===== src/rtl/pagerank_pkg.sv =====
// Shared definitions for the pageRank graph front end: FSM encoding,
// degree-width helper and the Q0.WIDTH saturation constant.
package pagerank_pkg;

  typedef enum logic [2:0] {
    S_IDLE  = 3'd0,
    S_LOAD  = 3'd1,
    S_COUNT = 3'd2,
    S_DIV   = 3'd3,
    S_DONE  = 3'd4
  } state_t;

  // Width able to hold an out-degree in 0..n
  function automatic int deg_width(input int n);
    return (n < 1) ? 1 : $clog2(n + 1);
  endfunction

  // All-ones Q0.w value, the closest representable weight to 1.0
  function automatic logic [63:0] q_sat(input int w);
    return (64'd1 << w) - 64'd1;
  endfunction

endpackage


===== src/rtl/pagerank_recip_div.sv =====
// Sequential restoring divide of 2^WIDTH by deg; first of WIDTH+1 iterations
// runs on the go edge, done pulses once the quotient is final.
module pagerank_recip_div #(
  parameter int WIDTH = 16,
  parameter int DW    = 3
) (
  input  logic             clk,
  input  logic             reset,
  input  logic             go,
  input  logic [DW-1:0]    deg,
  output logic             busy,
  output logic             done,
  output logic [WIDTH-1:0] q
);
  import pagerank_pkg::*;

  localparam int CW = $clog2(WIDTH + 1);
  localparam logic [WIDTH-1:0] Q_SAT = WIDTH'(q_sat(WIDTH));

  logic          r_busy;
  logic          r_done;
  logic [DW-1:0] r_deg;
  logic [DW-1:0] r_rem;
  logic [WIDTH:0] r_quo;
  logic [CW-1:0] r_cnt;

  logic [DW-1:0] w_rem_in;
  logic [DW-1:0] w_dvs;
  logic [DW:0]   w_shift;
  logic [DW:0]   w_diff;
  logic          w_ge;

  // Dividend is a single 1 followed by WIDTH zeros, so only the go step shifts in a 1
  assign w_rem_in = go ? '0 : r_rem;
  assign w_dvs    = go ? deg : r_deg;
  assign w_shift  = {w_rem_in, go};
  assign w_ge     = (w_shift >= {1'b0, w_dvs});
  assign w_diff   = w_shift - {1'b0, w_dvs};

  always_ff @(posedge clk or negedge reset) begin
    if (!reset) begin
      r_busy <= 1'b0;
      r_done <= 1'b0;
      r_deg  <= '0;
      r_rem  <= '0;
      r_quo  <= '0;
      r_cnt  <= '0;
    end else begin
      r_done <= 1'b0;
      if (go || r_busy) begin
        r_rem <= w_ge ? w_diff[DW-1:0] : w_shift[DW-1:0];
        r_quo <= {(go ? WIDTH'(0) : r_quo[WIDTH-1:0]), w_ge};
      end
      if (go) begin
        r_deg  <= deg;
        r_cnt  <= CW'(WIDTH);
        r_busy <= 1'b1;
      end else if (r_busy) begin
        r_cnt <= r_cnt - 1'b1;
        if (r_cnt == CW'(1)) begin
          r_busy <= 1'b0;
          r_done <= 1'b1;
        end
      end
    end
  end

  // Quotient bit WIDTH is set only for deg=1 (exactly 2^WIDTH) or deg=0
  assign q    = (r_deg == '0) ? '0 : (r_quo[WIDTH] ? Q_SAT : r_quo[WIDTH-1:0]);
  assign busy = r_busy;
  assign done = r_done;

endmodule


===== src/rtl/pagerank_graph_loader.sv =====
// Loads a serial edge stream into an N*N adjacency matrix, then derives
// per-node 1/out-degree weights in Q0.WIDTH; results held while graph_valid.
module pagerank_graph_loader #(
  parameter int N     = 4,
  parameter int WIDTH = 16,
  parameter int IDX_W = 2
) (
  input  logic               clk,
  input  logic               reset,
  input  logic               start,
  input  logic               edge_valid,
  output logic               edge_ready,
  input  logic [IDX_W-1:0]   edge_src,
  input  logic [IDX_W-1:0]   edge_dst,
  input  logic               edge_last,
  output logic [N*N-1:0]     adj,
  output logic [N*WIDTH-1:0] nodeWeight,
  output logic               busy,
  output logic               graph_valid,
  output logic               err_range
);
  import pagerank_pkg::*;

  localparam int DW = deg_width(N);
  localparam logic [N*N-1:0] ADJ_ONE = (N*N)'(1);

  state_t             r_state;
  logic [N*N-1:0]     r_adj;
  logic [N*WIDTH-1:0] r_wgt;
  logic [IDX_W-1:0]   r_j;
  logic               r_ready;
  logic               r_busy;
  logic               r_gv;
  logic               r_err;

  logic               w_accept;
  logic               w_in_range;
  logic [N*N-1:0]     w_mask;
  logic [N*N-1:0]     w_col;
  logic [DW-1:0]      w_deg;
  logic               w_go;
  logic               w_div_busy;
  logic               w_div_done;
  logic [WIDTH-1:0]   w_q;
  logic [N*WIDTH-1:0] w_q_ext;

  assign w_accept   = edge_valid && r_ready;
  assign w_in_range = (int'(edge_src) < N) && (int'(edge_dst) < N);
  assign w_mask     = ADJ_ONE << (int'(edge_dst) * N + int'(edge_src));

  // Column j holds the out-edges of node j; shift it down to bit positions i*N
  assign w_col = r_adj >> r_j;
  always_comb begin
    w_deg = '0;
    for (int i = 0; i < N; i++) w_deg = w_deg + DW'(w_col[i*N]);
  end

  assign w_go    = (r_state == S_COUNT) && !w_div_busy;
  assign w_q_ext = (N*WIDTH)'(w_q) << (int'(r_j) * WIDTH);

  pagerank_recip_div #(.WIDTH(WIDTH), .DW(DW)) u_div (
    .clk   (clk),
    .reset (reset),
    .go    (w_go),
    .deg   (w_deg),
    .busy  (w_div_busy),
    .done  (w_div_done),
    .q     (w_q)
  );

  always_ff @(posedge clk or negedge reset) begin
    if (!reset) begin
      r_state <= S_IDLE;
      r_adj   <= '0;
      r_wgt   <= '0;
      r_j     <= '0;
      r_ready <= 1'b0;
      r_busy  <= 1'b0;
      r_gv    <= 1'b0;
      r_err   <= 1'b0;
    end else begin
      case (r_state)
        S_IDLE, S_DONE: begin
          if (start) begin
            r_state <= S_LOAD;
            r_adj   <= '0;
            r_wgt   <= '0;
            r_err   <= 1'b0;
            r_gv    <= 1'b0;
            r_j     <= '0;
            r_ready <= 1'b1;
            r_busy  <= 1'b1;
          end
        end
        S_LOAD: begin
          if (w_accept) begin
            if (w_in_range) r_adj <= r_adj | w_mask;
            else            r_err <= 1'b1;
            if (edge_last) begin
              r_state <= S_COUNT;
              r_ready <= 1'b0;
            end
          end
        end
        S_COUNT: begin
          if (w_go) r_state <= S_DIV;
        end
        S_DIV: begin
          // Slots were cleared on start and each is written once, so OR is enough
          if (w_div_done) begin
            r_wgt <= r_wgt | w_q_ext;
            if (r_j == IDX_W'(N-1)) begin
              r_state <= S_DONE;
              r_gv    <= 1'b1;
              r_busy  <= 1'b0;
            end else begin
              r_j     <= r_j + 1'b1;
              r_state <= S_COUNT;
            end
          end
        end
        default: r_state <= S_IDLE;
      endcase
    end
  end

  assign adj         = r_adj;
  assign nodeWeight  = r_wgt;
  assign edge_ready  = r_ready;
  assign busy        = r_busy;
  assign graph_valid = r_gv;
  assign err_range   = r_err;

endmodule


===== config.mk =====
export PLATFORM = sky130hd
export DESIGN_NAME = pagerank_graph_loader
export DESIGN_NICKNAME = d
export VERILOG_FILES = /design/src/rtl/pagerank_pkg.sv /design/src/rtl/pagerank_recip_div.sv /design/src/rtl/pagerank_graph_loader.sv
export SDC_FILE = /design/constraint.sdc
export NUM_CORES = 1
export LEC_CHECK = 0
export ABC_AREA = 1
export BUFFER_PORTS_ARGS = -buffer_cell sky130_fd_sc_hd__buf_2
export CORE_ASPECT_RATIO = 1.75
export CORE_MARGIN = 8
export CORE_UTILIZATION = 51
export CTS_CLUSTER_DIAMETER = 50
export DETAILED_ROUTE_END_ITERATION = 8
export GPL_TIMING_DRIVEN = 0
export PLACE_DENSITY = 0.76
export SYNTH_ARGS = -nofsm -noshare
export SYNTH_HDL_FRONTEND = slang
export SYNTH_SLANG_ARGS = --single-unit
export TNS_END_PERCENT = 10

===== constraint.sdc =====
create_clock -name clk -period 3.6 [get_ports clk]
set_clock_uncertainty 0.1 [all_clocks]
set_input_delay 0.36 -clock clk [delete_from_list [all_inputs] [get_ports clk]]
set_output_delay 0.36 -clock clk [all_outputs]
set_load 0.01 [all_outputs]

== After elaboration in Yosys (flattened, before gate mapping) ==
Index checks and enable logic that the tools add are counted.

* Register bits: 118
* Input bits: 9
* Output and inout port bits: 84
* Word-level logic and storage cells: 97

* $add $sub $neg: 7
* $lt $le $gt $ge: 1
* Equality and inequality tests: 13
* Shifts and indexed selects: 3
* Mux-type cells: 42
* Bitwise logic cells: 2
* Reductions and logical operators: 16

{| class="wikitable"
|+ Operator list
! cell !! number
|-
| 64-bit two-way mux || 2
|-
| 64-bit case mux with 2 select lines || 1
|-
| 16-bit two-way mux || 5
|-
| 64-bit OR || 1
|-
| 16-bit by 6-bit << shifter with 64-bit output || 1
|-
| 16-bit case mux with 2 select lines || 1
|-
| 3-bit two-way mux || 9
|-
| 16-bit OR || 1
|-
| 1-bit by 5-bit << shifter with 16-bit output, first input constant || 1
|-
| 16-bit by 2-bit >> shifter with 13-bit output || 1
|-
| 1-bit two-way mux || 14
|-
| 3-bit case mux with 4 select lines || 1
|-
| 4-bit AND reduction || 3
|-
| 5-bit two-way mux || 2
|-
| 2-bit != test, second input constant || 5
|-
| 3-bit by 2-bit == test with 1-bit output, second input constant || 2
|-
| 3-bit zero test || 2
|-
| 2-bit two-way mux || 3
|-
| 1-bit case mux with 2 select lines || 3
|-
| 3-bit AND reduction || 2
|-
| 2-bit nonzero test || 3
|-
| 4-bit by 2-bit adder with 5-bit output || 1
|-
| 5-bit by 1-bit == test with 1-bit output, second input constant || 1
|-
| 5-bit AND reduction || 1
|-
| other kinds (16) || 18
|}

== Logic depth before layout (Yosys ltp) ==
Gate-level depths: netlist of the first run.

* Depth after elaboration: 7
* Gate-level depth with buffers: 19
* Depth with buffers taken out: 18

== Cells and area by module ==
From an unflattened synthesis of the first run, not the netlist that was laid out.

* Cell total of the unflattened synthesis: 888
* Area, all modules: 6,376.1 µm²

{| class="wikitable"
|+ By module, submodules not included
! module !! instances !! cells each !! area an instance (µm²) !! seq. area each (µm²)
|-
| pagerank_graph_loader || 1 || 702 || 4,889.7 || 2,202.1
|-
| pagerank_recip_div || 1 || 186 || 1,486.4 || 750.7
|}

== Least setup slack after synthesis of the first run ==
Ideal clock, no wire load.

* Path type: register to register
* Start point: register r_j[1]
* End point: register u_div.r_rem[1]
* Setup time: 0.118 ns
* Arrival time: 3.530 ns
* Path slack: -0.147 ns
* Stages on the path, launching flop included: 20
* Buffers on the path: 2
* Period minus slack after synthesis: 3.747 ns
* Path through: dfrtp_1 -> clkbuf_1 -> buf_1 -> o21ai_0 -> nor2_1 -> a21oi_1 -> fa_1 -> inv_1 -> ha_1 -> ha_1 -> or2_0 -> o21ai_0 -> inv_1 -> fa_1 -> o21bai_1 -> a21oi_1 -> nand2_1 -> nand2_1 -> nand3_1 -> nand2_1

* Word-level cells in the longest chain between the ends: 7
* Elaborated cells on any way between the ends: 8

{| class="wikitable"
|+ RTL lines
! what !! line !! RTL
|-
| from (decl) || pagerank_graph_loader.sv:30 || <nowiki>logic [IDX_W-1:0] r_j;</nowiki>
|-
| from (signal assigned) || pagerank_graph_loader.sv:117 || <nowiki>r_j <= r_j + 1'b1;</nowiki>
|-
| 16-bit by 2-bit >> shifter with 13-bit output (*) || pagerank_graph_loader.sv:52 || <nowiki>assign w_col = r_adj >> r_j;</nowiki>
|-
| 1-bit by 1-bit adder with 2-bit output || pagerank_graph_loader.sv:55 || <nowiki>for (int i = 0; i < N; i++) w_deg = w_deg + DW'(w_col[i*N]);</nowiki>
|-
| 2-bit by 1-bit adder with 3-bit output || pagerank_graph_loader.sv:55 ||
|-
| 3-bit by 1-bit adder with 3-bit output (*) || pagerank_graph_loader.sv:55 ||
|-
| 3-bit two-way mux (*) || -- ||
|-
| via u_div.w_dvs[1] || pagerank_recip_div.sv:28 || <nowiki>logic [DW-1:0] w_dvs;</nowiki>
|-
| 4-bit by 3-bit >= comparator with 1-bit output or 3-bit subtractor (tied branches) || pagerank_recip_div.sv:37, pagerank_recip_div.sv:38 ||
|-
| 3-bit two-way mux (*) || pagerank_recip_div.sv:51 || <nowiki>r_rem <= w_ge ? w_diff[DW-1:0] : w_shift[DW-1:0];</nowiki>
|-
| to (signal assigned) || pagerank_recip_div.sv:51 ||
|-
| to (decl) || pagerank_recip_div.sv:23 || <nowiki>logic [DW-1:0] r_rem;</nowiki>
|}

Mark *: on every way through the listed nets, which the timed path passes. The rest lies on a longest branch.
A chain may end at the register's enable or synchronous reset.

== Worst setup path after layout of the first run ==
* Start point: register r_j[1]
* End point: register u_div.r_rem[2]

Same word-level chain as after synthesis.

==> results of run 1 <==
[area by class of cell]
| type | instances | area, µm² |
|---|---|---|
| fillers | 910 | 3890 |
| flip-flops and latches | 118 | 2950 |
| multi-input cells | 441 | 2150 |
| repair buffers | 106 | 596 |
| clock buffers | 20 | 457 |
| inverters | 117 | 444 |
| plain buffers | 35 | 230 |
| well taps | 132 | 165 |
| clock inverters | 12 | 153 |
[worst register-to-register path: stages, from the launching register on]
cell and delay (ps):
dfrtp_1 370, clkbuf_8 160, buf_4 100, o21ai_0 80
a21oi_1 170, a21oi_2 70, fa_1 550, inv_1 50
ha_2 170, ha_1 260, or2_1 220, o21ai_2 90
inv_2 70, fa_2 340, o21bai_1 230, a21oi_2 90
nand2_2 110, nand2_1 60, nand3_1 60, nand2_1 60
[sequential cells by signal, summed over array words and instances (netlist names), 2 cells and up]
name,flops
nodeWeight,64
u_div.r_quo,17
adj,16
u_div.r_cnt,5
r_state,3
u_div.r_deg,3
u_div.r_rem,3
r_j,2
[power breakdown]
group | switching (mW) | internal, mW
Sequential | 0.263 | 1.81
Clock | 0.601 | 1.12
Combinational | 2.15 | 1.20
[logic make-up (layout without fill, tap and decap cells)]
kind of cell / after synthesis / in the layout / share of synthesized area
buffers and inverters: 155 / 290 / 0.112
DFF: 118 / 118 / 0.517
other: 1 / 1 / 0.000656
AOI/OAI and AO/OA: 136 / 136 / 0.134
xor gates and xnor gates: 1 / 1 / 0.00153
and+or+nand+nor: 294 / 294 / 0.213
adders and majority gates: 9 / 9 / 0.0223
[worst min-delay path by stage]
stage / start / end / cells after the start
floorplan: reset / adj[0] / 0
global placement: busy / busy / 2
detailed placement: busy / busy / 2
CTS: edge_last / edge_ready / 4
global route: edge_last / edge_ready / 4
finish: edge_last / edge_ready / 4
[cell usage after synthesis (all sizes together)]
library cell	n	area [µm²]
nor2	99	377
o22ai	17	106
o21bai	2	15.0
dfrtp	118	2950
nor3	9	50.1
conb	1	3.75
o21ai	26	134
nand2	129	489
ha	7	87.6
nor4	1	6.26
nand3	49	250
a21oi	90	503
buf	15	113
clkbuf	23	86.3
clkinv	3	11.3
nor3b	1	7.51
or2	2	12.5
xor2	1	8.76
fa	2	40.0
nand3b	1	7.51
o21a	1	7.51
inv	114	428
or3	1	6.26
nand4	2	12.5
[per-stage QoR]
step	power (mW)	setup slack (ps)	cells	TNS [ps]	hold WS, ps
2_1_floorplan	4.21	50.7	714	0	-35.6
5_1_grt	7.63	-115	981	-349	143
6_report	7.14	72.8	981	0	107
3_3_place_gp	5.07	-361	936	-1210	357
4_1_cts	7.03	29.0	976	0	105
3_5_place_dp	5.19	-477	937	-1680	358
[layer usage]
metal | routed length (µm) | GRT usage
met2 | 8430 | 0.384
met1 | 5540 | 0.215
met5 | 0 | 0
met4 | 491 | 0.102
met3 | 858 | 0.0405
[repair_timing]
item / 4_1_cts / 5_1_grt
pin swaps: 2 / 6
setup endpoints to repair: 4 / 4
gates resized for setup: 15 / 11
endpoints found under the hold margin: 16 / 0
hold buffers: 1 / 0
buffers inserted: 9 / 5
==> results_dict.tcl, run 1 <==
set metrics [dict create \
    startpoint_type "register" \
    syn_nets 732 \
    reg2reg_depth 19 \
    power_density_nw_per_um2 1000 \
    slew_viol_final 0 \
    period_needed_ps 3530 \
    globalplace.congestion 0.930 \
    critPathArrivalTime_ps 3720 \
    dp_hpwl_um 11300 \
    grt_pass1_vias 5207 \
    final_nets 854 \
    worstPathRequired_ps 3790 \
    endpoint_kind "register" \
    routed_via_density 5.25 \
    r2r-start "r_j[1]" \
    cts_tree "done" \
    crit_buf_inv 4 \
    status "finished clean" \
    hold_violations 0 \
    synthesis.area_um2 5720 \
    tightest_slew_ps 868 \
    synth_cell_types 36 \
    final_common_cell "nand2_1" \
    antenna_found_initial 0 \
    vias 5146 \
    yosysSeqAreaShare 0.517 \
    route.detailed.drc 0 \
    dieArea_um2 15000 \
    grt_start_max_net_pins 68 \
    cap_violations 0 \
    slowest_stage "fa_1" \
    slew_headroom 0.421 \
    synth_seq_cells 118 \
    reg2reg_to "u_div.r_rem[2]" \
    coreArea_um2 11000 \
    portBuffers 90 \
    grt_pass1_wl_um 24600 \
    clk_pin_slew_ps 50 \
    setup.worst_path.end "u_div.r_rem[2]" \
    io_pins 93 \
    routed_wl_um 15300 \
    ant_nets 0 \
    grt_use_total 0.209 \
    crit_fanout 4 \
    crit_family "adder cells" \
    postSynthAreaPerCell_um2 8.00 \
    place_area_um2 6370 \
    crit_type "reg2reg" \
    cp-startpoint "r_j[1]" \
    path_cells "clkbuf_8 > buf_4 > o21ai_0 > a21oi_1 > a21oi_2 > fa_1 > inv_1 > ha_2 > ha_1 > or2_1 > o21ai_2 > inv_2 > fa_2 > o21bai_1 > a21oi_2 > nand2_2 > nand2_1 > nand3_1 > nand2_1" \
    overflow 0 \
    final_core_utilization 0.647 \
    yosys_warnings 0 \
    drt-initial-drc-count 356 \
    synth_cells 714 \
    cts_sinks 118 \
    die_h_um 156 \
    setup_viol 0 \
    syn_to_final_growth_pct 25.0 \
    num_rows 51 \
    drive_above_1_share 0.219 \
    die_w_um 96.0 \
    numCtsBuffers 17 \
    power.leakage_nw 3.63 \
    initial_utilization 0.518 \
    layout_common_cells "nand2_1, dfrtp_1, inv_1" \
    antennaDiodeCount 0 \
    cts_max_path_buffers 2 \
    worstSkewPairLatency_ps 410 \
    slowest_delay_ps 550 \
    wl_per_cell_um 15.6 \
    peakVddDrop_v 0.000595 \
    fmax_mhz 284 \
    finalCritPeriodShare 0.980 \
    design_area_um2 7150 \
    r2r_slack_ps 70 \
    hold_class "in2reg" \
    cp.depth 19 \
    htreeDepth 4 \
    clock-root-buffer "clkbuf_16" \
    dr.pass1.iters 6 \
]
Note: power is estimated with default switching activity, not from simulation.
==> run 2: changes to the inputs <==
==> constraint.sdc (replaced) <==
create_clock -name clk -period 3.6 [get_ports clk]
set_clock_uncertainty 0.1 [all_clocks]
set_input_delay 0.72 -clock clk [delete_from_list [all_inputs] [get_ports clk]]
set_output_delay 0.72 -clock clk [all_outputs]
set_load 0.01 [all_outputs]
==> run 2 against run 1 <==
Setup slack worse by 5.0 ps; fmax down 0.14%; flip-flop and latch count unchanged; count of clock-buffer cells in the layout is the same; sequential share of layout area rose by 0.058 points; total power is essentially flat; register-to-register slack about the same; sequential power hardly changed; routed wire length rose by 0.42%; first-iteration DRC count down 6.7%; final cell count down 0.10%; die area unchanged.
==> results_dict.tcl, run 2 (synthesis results as in run 1) <==
set metrics [dict create \
    status "finished clean" \
    multi_input_area_um2 2150 \
    grt_pass1_vias 5207 \
    crit_buf_inv 4 \
    cts_max_path_buffers 2 \
    hold_violations 0 \
    overflow 0 \
    dr.pass1.iters 5 \
    reg2reg_to "u_div.r_rem[2]" \
    path_cells "clkbuf_8 > buf_4 > o21ai_0 > a21oi_1 > a21oi_2 > fa_1 > inv_1 > ha_2 > ha_1 > or2_1 > o21ai_2 > inv_2 > fa_2 > o21bai_1 > a21oi_2 > nand2_2 > nand2_1 > nand3_1 > nand2_1" \
    clock-root-buffer "clkbuf_16" \
    syn_to_final_growth_pct 24.9 \
    reg2reg_depth 19 \
    design_area_um2 7140 \
    cts_tree "done" \
    grt_start_max_net_pins 68 \
    tns_ps 0 \
    postCtsHoldBufs 0 \
    portBuffers 90 \
    startpoint_type "register" \
    placedCellCount 937 \
    wl_per_cell_um 15.7 \
    htreeDepth 4 \
    final_nets 853 \
    seqCellArea_um2 2950 \
    finalCritPeriodShare 0.981 \
    numCtsBuffers 17 \
    power_density_nw_per_um2 1000 \
    layout_common_cells "nand2_1, dfrtp_1, inv_1" \
    slowest_delay_ps 550 \
    instances_no_fill 980 \
    drt-initial-drc-count 332 \
    slowest_stage "fa_1" \
    setup_viol 0 \
    die_h_um 156 \
    ant_nets 0 \
    grt_pass1_wl_um 24600 \
    critPathArrivalTime_ps 3720 \
    peakVddDrop_v 0.000597 \
    largest_register_ffs 64 \
    cp-startpoint "r_j[1]" \
    antenna_found_initial 0 \
    final_common_cell "nand2_1" \
    worstSkewPairLatency_ps 410 \
    drive_above_1_share 0.219 \
    clk_pin_slew_ps 60 \
    route.detailed.drc 0 \
    grt_use_total 0.209 \
    slew_viol_final 0 \
    crit_type "reg2reg" \
    routed_wl_um 15400 \
    io_pins 93 \
    antennaDiodeCount 0 \
    post-place-ws_ps -477 \
    r2r_slack_ps 70 \
    r2r-start "r_j[1]" \
    num_rows 51 \
    tightest_slew_ps 867 \
    period_needed_ps 3530 \
    layout_setup_ws_ps 67.8 \
    cts_sinks 118 \
    dieArea_um2 15000 \
    endpoint_kind "register" \
    crit_fanout 4 \
    fmax_mhz 283 \
    globalplace.congestion 0.930 \
    routed_via_density 5.28 \
    final_core_utilization 0.646 \
    place_area_um2 6370 \
    hold-worst-slack_ps 317 \
    nFillCells 912 \
    dp_hpwl_um 11300 \
    cap_violations 0 \
    coreArea_um2 11000 \
    initial_utilization 0.518 \
    power.leakage_nw 3.63 \
    hold_class "in2async" \
    crit_family "adder cells" \
    vias 5178 \
    worstPathRequired_ps 3790 \
    total_power_mw 7.15 \
    slew_headroom 0.422 \
    die_w_um 96.0 \
]
run 2: power breakdown:
| part | leakage [nW] | switching [mW] | total, mW | internal, mW |
|---|---|---|---|---|
| logic | 1.80 | 2.16 | 3.36 | 1.20 |
| clock network | 0.288 | 0.600 | 1.72 | 1.12 |
| registers | 1.54 | 0.262 | 2.07 | 1.81 |
| total | 3.63 | 3.02 | 7.15 | 4.13 |
run 2: layout make-up:
class,instances,share of cell area
Clock buffer,20,0.0640
Buffer,35,0.0323
Clock inverter,12,0.0214
Sequential cell,118,0.414
Tap cell,132,0.0231
Multi-Input combinational cell,441,0.301
Inverter,117,0.0622
Timing Repair Buffer,105,0.0820
run 2: how the worst max path moves through the flow:
stage	end	slack [ps]	cells past startpoint
detailed placement	u_div.r_rem[2]	-480	19
global route	u_div.r_rem[1]	-120	19
finish	u_div.r_rem[2]	70	19
floorplan	u_div.r_rem[1]	50	18
CTS	u_div.r_rem[2]	30	19
global placement	u_div.r_rem[1]	-360	19
run 2: worst register-to-register path, cell delays in order, from the launching register on:
cell and delay [ps]:
dfrtp_1 370, clkbuf_8 160, buf_4 100, o21ai_0 80
a21oi_1 170, a21oi_2 70, fa_1 550, inv_1 50
ha_2 170, ha_1 260, or2_1 220, o21ai_2 90
inv_2 70, fa_2 340, o21bai_1 230, a21oi_2 90
nand2_2 110, nand2_1 60, nand3_1 60, nand2_1 60
run 2: timing repair:
item	4_1_cts	5_1_grt
hold endpoints to repair	0	0
endpoints found under the setup margin	4	4
pin swaps	2	6
gates resized for setup	15	11
buffers inserted	9	5
run 2: layer usage:
metal | track usage | wire length [µm] | vias up
met3 | 0.0405 | 889 | 36
met4 | 0.102 | 504 | 0
li1 | - | - | 2487
met1 | 0.215 | 5570 | 2467
met2 | 0.384 | 8420 | 188
met5 | 0 | 0 | -
==> run 3: changes to the inputs <==
Settings changed: ABC_AREA 1 to 0, CORE_UTILIZATION 51 to 50, GPL_ROUTABILITY_DRIVEN from default to 0.
==> run 3 against run 2 <==
The run now ends with negative setup slack left; total power down 23%; die area down 6.7%; setup slack lost 96 ps; non-clock buffer count down 8; final cell count down 22%; critical path depth down 6; fmax down 2.6%; hold slack got worse by 91 ps; critical endpoint is now u_div.r_rem[0]; largest cell class unchanged; largest power group is now registers.
==> results_dict.tcl, run 3 <==
set metrics [dict create \
    post-place-ws_ps -181 \
    initial_utilization 0.508 \
    r2r-start "r_j[0]" \
    finalCritPeriodShare 1.01 \
    power_density_nw_per_um2 836 \
    route.detailed.drc 0 \
    vias 4293 \
    yosys-top-cells-area "dfrtp_1, a21oi_1, nor2_1" \
    grt_start_max_net_pins 72 \
    ant_nets 0 \
    drive_above_1_share 0.297 \
    setup_viol 2 \
    peakVddDrop_v 0.000515 \
    drt-initial-drc-count 234 \
    dp_hpwl_um 9900 \
    startpoint_type "register" \
    ys.flop_type "dfrtp_1" \
    slew_viol_final 0 \
    fmax_mhz 276 \
    largest_register_ffs 64 \
    synth_top_area_frac 0.571 \
    cts_max_path_buffers 2 \
    synth_seq_cells 118 \
    period_needed_ps 3630 \
    grt_pass1_vias 4464 \
    rsz0062_at_grt "yes" \
    slew_headroom 0.544 \
    synth.mux.area_fraction 0.0317 \
    final_nets 638 \
    crit_type "reg2reg" \
    tns_ps -53.2 \
    dr.pass1.iters 5 \
    reg2reg_depth 13 \
    die_h_um 151 \
    wl_per_cell_um 18.6 \
    clk_pin_slew_ps 50 \
    r2r_slack_ps -30 \
    reg2reg_to "u_div.r_rem[0]" \
    cts_sinks 118 \
    path_cells "buf_6 > mux4_2 > inv_2 > fa_1 > inv_2 > ha_4 > ha_4 > mux2i_2 > ha_1 > and3_4 > a221o_1 > or2_1 > a32o_1" \
    slowest_delay_ps 520 \
    cts_tree "done" \
    synth_top_family_by_area "simple AND/OR/NAND/NOR gates" \
    synth_cell_types 51 \
    layout_common_cells "dfrtp_1, buf_2, nor2_1" \
    power.leakage_nw 3.44 \
    dieArea_um2 14000 \
    synth.most_common_cell "dfrtp_1" \
    hold_violations 0 \
    cap_violations 0 \
    synthSimpleGateAreaFrac 0.166 \
    slowest_stage "mux4_2" \
    coreArea_um2 10200 \
    routed_via_density 5.65 \
    grt_pass1_wl_um 22600 \
    synth-adder-area-share 0.0247 \
    postSynthAreaPerCell_um2 10.4 \
    yosysSeqAreaShare 0.571 \
    synth_top_cell_by_area "dfrtp_1" \
    synth_cells 499 \
    yosys_warnings 0 \
    endpoint_kind "register" \
    violations "negative setup slack" \
    num_rows 49 \
    critPathArrivalTime_ps 3820 \
    syn_to_final_growth_pct 27.2 \
    crit_fanout 4 \
    io_pins 93 \
    antenna_found_initial 0 \
    worstPathRequired_ps 3790 \
    htreeDepth 4 \
    synthArstFlopShare 1.00 \
    synth_xor_area_frac 0.00508 \
    numCtsBuffers 17 \
    clock-root-buffer "clkbuf_16" \
    worstSkewPairLatency_ps 420 \
    die_w_um 92.9 \
    antennaDiodeCount 0 \
    grt_use_total 0.208 \
    portBuffers 91 \
    synth-compound-area-share 0.155 \
    synthesis.area_um2 5170 \
    syn_nets 517 \
    synth_edf_count 0 \
    tightest_slew_ps 680 \
    status "finished, violations left" \
    synth_commonest_cells "dfrtp_1, nor2_1, a21oi_1, nand2_1, clkbuf_1" \
    overflow 0 \
    routed_wl_um 14100 \
    hold_class "in2async" \
    layout_setup_ws_ps -27.8 \
    final_common_cell "dfrtp_1" \
]
## run 3: kinds of logic after synthesis
family	count (synthesis)
adder cells (fa/ha/maj)	9
buffers and inverters	49
XOR/XNOR	3
other	1
multiplexers	11
flip-flops	118
AO/OA/AOI/OAI	129
AND/OR/NAND/NOR	179
## run 3: final cells by class
type,count,area [µm²]
plain buffers,30,176
clock buffers,18,439
clock inverters,14,200
fillers,791,3600
inverters,19,71.3
multi-input cells,332,2020
flip-flops and latches,118,2950
well taps,127,159
repair buffers,102,561
## run 3: routing by layer
metal / vias to the layer above / part of all wire / GRT usage
met5: - / 0 / 0
met4: 0 / 0.027 / 0.105
met3: 29 / 0.069 / 0.0619
met2: 171 / 0.53 / 0.362
met1: 2164 / 0.37 / 0.221
li1: 1929 / - / -
## run 3: critical path, delay by kind of cell, from the launching register on
kind | cells | cell delay [ps]
adder cells (fa/ha/maj) | 4 | 1050
AND/OR/NAND/NOR | 2 | 390
buffers and inverters | 3 | 300
AO/OA/AOI/OAI | 2 | 620
multiplexers | 2 | 690
flip-flops | 1 | 360
## run 3: worst max path at each step
stage	startpoint	endpoint	slack, ps	cells after the start
finish	r_j[0]	u_div.r_rem[0]	-30	13
global route	r_j[0]	u_div.r_rem[0]	-110	13
CTS	r_j[0]	u_div.r_quo[0]	-9	13
detailed placement	r_j[0]	u_div.r_quo[0]	-180	13
global placement	r_j[0]	u_div.r_quo[0]	-160	13
floorplan	r_j[0]	u_div.r_quo[0]	60	13
## run 3: what timing repair did
item / in CTS / in global routing
pin swaps: 7 / 2
buffers inserted: 10 / 0
resized for setup: 7 / 5
endpoints found under the setup margin: 3 / 3
hold buffers: 0 / 0
## run 3: metrics by stage
stage / total power, mW / hold WS [ps] / util / std cells / area, µm²
after CTS: 5.47 / 243 / 0.644 / 760 / 6550
after global placement: 3.53 / 358 / 0.569 / 717 / 5790
after floorplan: 3.01 / 324 / - / 499 / 5170
after global routing: 5.78 / 275 / 0.646 / 760 / 6580
final: 5.50 / 227 / 0.646 / 760 / 6580
after detailed placement: 3.61 / 378 / 0.572 / 718 / 5820
## run 3: report_power, final
part	switching (mW)	total [mW]	internal, mW
sequential	0.247	1.90	1.65
combinational	1.08	1.79	0.706
clock	0.628	1.81	1.18
total	1.95	5.50	3.54
